## src/rtl/seg_scan_ctrl.sv

```systemverilog
// Multiplexed seven-segment scan controller with latched BCD shadow and leading-zero blanking.
// Optional overflow blink of the digit enables is built when SEG_OVER_BLINK_EN is defined.
module seg_scan_ctrl #(
  parameter int unsigned DIGITS      = 8,
  parameter int unsigned SCAN_DIV    = 50000,
  parameter int unsigned MIN_DIGITS  = 1,
  parameter int unsigned BLINK_TICKS = 250
) (
  input  logic                      clk_50M,
  input  logic                      rst_n,
  input  logic                      latch,
  input  logic [4*DIGITS-1:0]       data,
  input  logic                      dp_en,
  input  logic [$clog2(DIGITS)-1:0] dp_pos,
  input  logic                      over,
  output logic [6:0]                seg,
  output logic                      dp_out,
  output logic [DIGITS-1:0]         an,
  output logic                      over_led
);

  localparam int unsigned IW = $clog2(DIGITS);
  localparam int unsigned CW = (SCAN_DIV > 1) ? $clog2(SCAN_DIV) : 1;
  localparam logic [CW-1:0] CntLast = CW'(SCAN_DIV - 1);
  localparam logic [IW-1:0] IdxLast = IW'(DIGITS - 1);
  localparam logic [DIGITS-1:0] KeepMask = DIGITS'((64'd1 << MIN_DIGITS) - 64'd1);
  localparam logic [DIGITS-1:0] BlankRst = ~KeepMask;

  function automatic logic [6:0] seg_decode(input logic [3:0] bcd);
    logic [6:0] code;
    case (bcd)
      4'd0:    code = 7'b0000001;
      4'd1:    code = 7'b1001111;
      4'd2:    code = 7'b0010010;
      4'd3:    code = 7'b0000110;
      4'd4:    code = 7'b1001100;
      4'd5:    code = 7'b0100100;
      4'd6:    code = 7'b0100000;
      4'd7:    code = 7'b0001111;
      4'd8:    code = 7'b0000000;
      4'd9:    code = 7'b0000100;
      default: code = 7'b1111111;
    endcase
    return code;
  endfunction

  // Latch synchroniser and rising-edge detect
  logic latch_meta_q, latch_s1_q, latch_s2_q;
  logic rise;

  always_ff @(posedge clk_50M or negedge rst_n) begin
    if (!rst_n) begin
      latch_meta_q <= 1'b0;
      latch_s1_q   <= 1'b0;
      latch_s2_q   <= 1'b0;
    end else begin
      latch_meta_q <= latch;
      latch_s1_q   <= latch_meta_q;
      latch_s2_q   <= latch_s1_q;
    end
  end

  assign rise = latch_s1_q & ~latch_s2_q;

  // Shadow copy of the display inputs
  logic [3:0]    sh_digit_q [DIGITS];
  logic          sh_dp_en_q;
  logic [IW-1:0] sh_dp_pos_q;

  always_ff @(posedge clk_50M or negedge rst_n) begin
    if (!rst_n) begin
      for (int i = 0; i < int'(DIGITS); i++) begin
        sh_digit_q[i] <= 4'd0;
      end
      sh_dp_en_q  <= 1'b0;
      sh_dp_pos_q <= '0;
    end else if (rise) begin
      for (int i = 0; i < int'(DIGITS); i++) begin
        sh_digit_q[i] <= data[4*i +: 4];
      end
      sh_dp_en_q  <= dp_en;
      sh_dp_pos_q <= dp_pos;
    end
  end

  // Leading-zero blank mask, scanned from the most significant digit down
  logic [DIGITS-1:0] blank_d, blank_q;
  logic              zero_run;
  logic              dp_valid;

  always_comb begin
    blank_d  = '0;
    zero_run = 1'b1;
    dp_valid = sh_dp_en_q && (32'(sh_dp_pos_q) < DIGITS);
    for (int i = int'(DIGITS) - 1; i >= 0; i--) begin
      zero_run   = zero_run && (sh_digit_q[i] == 4'd0);
      blank_d[i] = (i >= int'(MIN_DIGITS)) && zero_run &&
                   !(dp_valid && (i <= int'(sh_dp_pos_q)));
    end
  end

  always_ff @(posedge clk_50M or negedge rst_n) begin
    if (!rst_n) begin
      blank_q <= BlankRst;
    end else begin
      blank_q <= blank_d;
    end
  end

  // Digit-slot prescaler; tick is registered so it lands one edge after terminal count
  logic [CW-1:0] cnt_q;
  logic          tick_q;

  always_ff @(posedge clk_50M or negedge rst_n) begin
    if (!rst_n) begin
      cnt_q  <= '0;
      tick_q <= 1'b0;
    end else begin
      tick_q <= (cnt_q == CntLast);
      if (cnt_q == CntLast) begin
        cnt_q <= '0;
      end else begin
        cnt_q <= cnt_q + 1'b1;
      end
    end
  end

  // Overflow blink gating of the digit enables
  logic blank_all;

`ifdef SEG_OVER_BLINK_EN
  localparam int unsigned BW = (BLINK_TICKS > 1) ? $clog2(BLINK_TICKS) : 1;
  localparam logic [BW-1:0] BlinkLast = BW'(BLINK_TICKS - 1);

  logic [BW-1:0] blink_cnt_q;
  logic          phase_q;

  always_ff @(posedge clk_50M or negedge rst_n) begin
    if (!rst_n) begin
      blink_cnt_q <= '0;
      phase_q     <= 1'b0;
    end else if (!over) begin
      blink_cnt_q <= '0;
      phase_q     <= 1'b0;
    end else if (tick_q) begin
      if (blink_cnt_q == BlinkLast) begin
        blink_cnt_q <= '0;
        phase_q     <= ~phase_q;
      end else begin
        blink_cnt_q <= blink_cnt_q + 1'b1;
      end
    end
  end

  assign blank_all = over & phase_q;
`else
  assign blank_all = 1'b0;
`endif

  // Output register: loaded for the current idx on each tick, then idx advances
  logic [IW-1:0]     idx_q;
  logic [DIGITS-1:0] one_hot;
  logic [DIGITS-1:0] an_d, an_q;
  logic [6:0]        seg_d, seg_q;
  logic              dp_d, dp_q;

  assign one_hot = DIGITS'(1) << idx_q;

  always_comb begin
    an_d  = blank_all ? '1 : ~one_hot;
    seg_d = blank_q[idx_q] ? 7'h7F : seg_decode(sh_digit_q[idx_q]);
    dp_d  = ~(sh_dp_en_q & (sh_dp_pos_q == idx_q));
  end

  always_ff @(posedge clk_50M or negedge rst_n) begin
    if (!rst_n) begin
      idx_q <= '0;
      an_q  <= '1;
      seg_q <= 7'h7F;
      dp_q  <= 1'b1;
    end else if (tick_q) begin
      an_q  <= an_d;
      seg_q <= seg_d;
      dp_q  <= dp_d;
      idx_q <= (idx_q == IdxLast) ? '0 : idx_q + 1'b1;
    end
  end

  always_ff @(posedge clk_50M or negedge rst_n) begin
    if (!rst_n) begin
      over_led <= 1'b1;
    end else begin
      over_led <= ~over;
    end
  end

  assign an     = an_q;
  assign seg    = seg_q;
  assign dp_out = dp_q;

endmodule

```

## config.mk

```make
export PLATFORM = sky130hd
export DESIGN_NAME = seg_scan_ctrl
export DESIGN_NICKNAME = d
export VERILOG_FILES = /design/src/rtl/seg_scan_ctrl.sv
export SDC_FILE = /design/constraint.sdc
export NUM_CORES = 1
export LEC_CHECK = 0
export ABC_AREA = 1
export CAP_MARGIN = 20
export CORE_ASPECT_RATIO = 1.2
export CORE_MARGIN = 5
export CORE_UTILIZATION = 55
export DETAILED_ROUTE_END_ITERATION = 10
export PLACE_DENSITY = 0.85
export SLEW_MARGIN = 10
export SYNTH_ARGS = -nofsm -noshare
export SYNTH_HDL_FRONTEND = slang
export SYNTH_SLANG_ARGS = --single-unit
```

## constraint.sdc

```tcl
create_clock -name clk_50M -period 5.16 [get_ports clk_50M]
set_clock_uncertainty 0.2 [all_clocks]
set_input_delay 0.774 -clock clk_50M [delete_from_list [all_inputs] [get_ports clk_50M]]
set_output_delay 0.774 -clock clk_50M [all_outputs]
set_load 0.05 [all_outputs]
```

==> impl_results.md <==
- Bufs on Longest Clock Path: 2
- First-pass GRT wire length: between 15 and 20 mm
- Setup TNS: 0 ps
- Kind of critical path: flip-flop to flip-flop
- MaxCap Viol Count: 0
- Number of buffers created by CTS: 9
- Worst slack at placement: around 2500 ps
- Final net count: between 500 and 600
- Final min period: about 2700 ps
- Dpl hpwl: 6.420 mm
- Sequential share of the synthesized area: around half
- Warnings from Yosys: 0
- Hold slack: a little under 80 ps
- Syn Nets: about 530
- Vias in the first global route: approximately 3400
- Critical Path AT: 2790 ps
- Startpoint Class: flip-flop
- Layout cell share with drive strength beyond 1: between 10% and 20%
- Post-CTS sizing: 0
- RSZ-0062 raised after global routing: no
- Ys flop type: dfrtp_1
- Reg clk slew, reported paths: about 90 ps
- Req. time, crit path: around 5200 ps
- Syn_area_per_cell: 8.610 sq um
- IO Port Bufs: 56
- Synth Instances: 480
- Die ar.: approximately 9400 sq um
- DRT antenna net count: 0
- Yosys cell types: 36
- Largest net degree at the start of global routing: between 80 and 90
- Gpl congestion: 0.9013
- DRT Wirelength: around 9 mm
- Post-CTS Setup Bufs: 0
- DRT iter0 DRCs: 345
- Die H: 105.0 um
- Register bit total from synthesis: 83
- # diodes: 0
- Yosys top cell area share: between 30 and 40%
- Setup Viol. Count Final: 0
- Initial Util: a little under three fifths
- I/O pins: 57
- Ys async rst share: 100.0%
- Final Worst Setup Slack: roughly 2400 ps
- Finished Layout Cells: about 630
- Leak Pwr: roughly 2.3 nW
- Vias per cell: ~5.4
- Total gr overflow: 0
- FP Rows: 34
- Count leader, synth: nor2_1
- Worst slew margin: 50.33%
- Worst-Margin Slew: 745.1 ps
- Max Fanout on Critical Path: 25
- Pwr dens: 283.4 nW/um^2
- P&R area growth vs syn: 20.86%
- Die X: around 89 um
- DR pass1 iterations: 5
- Fillers: ~570
- Crit end category: flip-flop
- Slew Viols, Final: 0
- Synthesized area: 4133 sq um
- Root buffer selected by CTS: clkbuf_8
- Synth top area cells: dfrtp_1, dfstp_2, nor2_1
- DRC Markers: 0
- Peak VDD IR: about 0.17 mV
- H-Tree Depth: 3
- Initial antenna violation count: 0
- CTS tree: done
- Final hold violations: 0
- Placed cell count: ~610
- Via Count: 3386
- CTS Sinks: between 80 and 90
- Number of flops mapped to enable cells by yosys: 0
- Fmax: about 370 MHz
- Tightest Hold Check Type: input pin to asynchronous set/reset pin
- Fin crit share: 52.56%
- Post-synth top area cell: dfrtp_1
- Pwr Total: around 1.4 mW
- WL/cell: ~14 um
- Core area: ~7300 sq um
- Worst-Skew Late Latency: 360 ps
- GRT Overall Usage: 20.50%
- Commonest cells post-synth: nor2_1, nand2_1, dfrtp_1
- Status: finished, final reports clean
- Cts-stage hold buffer count: 0
## routing by layer
metal	vias to the layer above	share of wire [%]	global-route usage [%]	wire length, um
li1	1648	-	-	-
met1	1580	42	27.31	3824
met2	128	49	33.14	4479
met3	30	6.2	4.173	559
met4	0	2.3	6.809	206
met5	-	0	0	0
## registers in the layout, summed over array words and instances, names as in the netlist
register      count
sh_digit_q       32
cnt_q            16
an                8
blank_q           7
seg               7
idx_q             3
sh_dp_pos_q       3
dp_out            1
dp_valid          1
latch_meta_q      1
latch_s1_q        1
latch_s2_q        1
over_led          1
tick_q            1
## path summary, 6_finish.rpt
kind                               from              to  slack [ps]  cells after the start
setup / recovery               idx_q[0]          seg[5]        2450                     12
hold / removal                    rst_n  sh_digit_q[10]          80                      1
setup reg to reg               idx_q[0]          seg[5]        2450                     12
hold reg to reg            latch_meta_q      latch_s1_q         160                      0
max in group asynchronous         rst_n          seg[0]        4040                      2
min in group clk_50M       latch_meta_q      latch_s1_q         160                      0
## power breakdown
| group | internal, mW | switching, mW |
|---|---|---|
| Sequential | 0.689 | 0.0240 |
| Combinational | 0.0773 | 0.110 |
| Clock | 0.287 | 0.228 |
| Total | 1.05 | 0.362 |
## metrics by stage
stage / utilization, % / cell area, sq um
after detailed placement: 64.96 / 4726
after floorplan: - / 4133
after global placement: 64.96 / 4726
after global routing: 68.66 / 4995
after CTS: 68.01 / 4947
final: 68.66 / 4995
## cell usage in the layout (no fill, tap or decap), drive strengths merged
cell / n
nor2: 80
clkbuf: 12
or2: 1
nand2: 87
xor2: 5
o21bai: 1
clkinvlp: 1
a21oi: 39
clkinv: 1
nor3b: 1
nand3: 32
a31oi: 1
nand3b: 2
xnor2: 2
nor4: 5
buf: 3
dfstp: 24
mux2: 8
ha: 13
clkdlybuf4s50: 55
nor3: 6
o21a: 1
dfrtp: 59
o22ai: 3
inv: 62
o21ai: 21
bufinv: 2
nand4: 12
## logic make-up (layout without fill, tap and decap cells)
logic type	Yosys count	after routing	share of synthesized area (%)
fa+ha+maj	13	13	3.936
simple gates	226	226	25.16
compound gates	66	66	8.690
xor+xnor	7	7	1.484
buf+inv	77	136	7.568
mux	8	8	2.180
flops	83	83	50.98
## worst max-delay path, stage by stage, from the launching register on
cell and delay, ps:
dfrtp_1 830, inv_2 310, nand2_1 140, nand3_1 90, o21ai_1 120, nand2_1 70
nand2_1 150, inv_1 110, ha_1 310, nand2_1 90, nand2_1 50, nor2_1 120
nor2_1 50
## layout make-up
class / instances / area [sq um] / area share, %
Sequential cell: 83 / 2107 / 42.18
Multi-Input combinational cell: 320 / 1715 / 34.34
Timing Repair Buffer: 58 / 605.6 / 12.12
Inverter: 62 / 232.7 / 4.659
Clock buffer: 12 / 145.1 / 2.906
Tap cell: 90 / 112.6 / 2.255
Clock inverter: 4 / 76.32 / 1.528
Power figures use the tool's default switching activity.
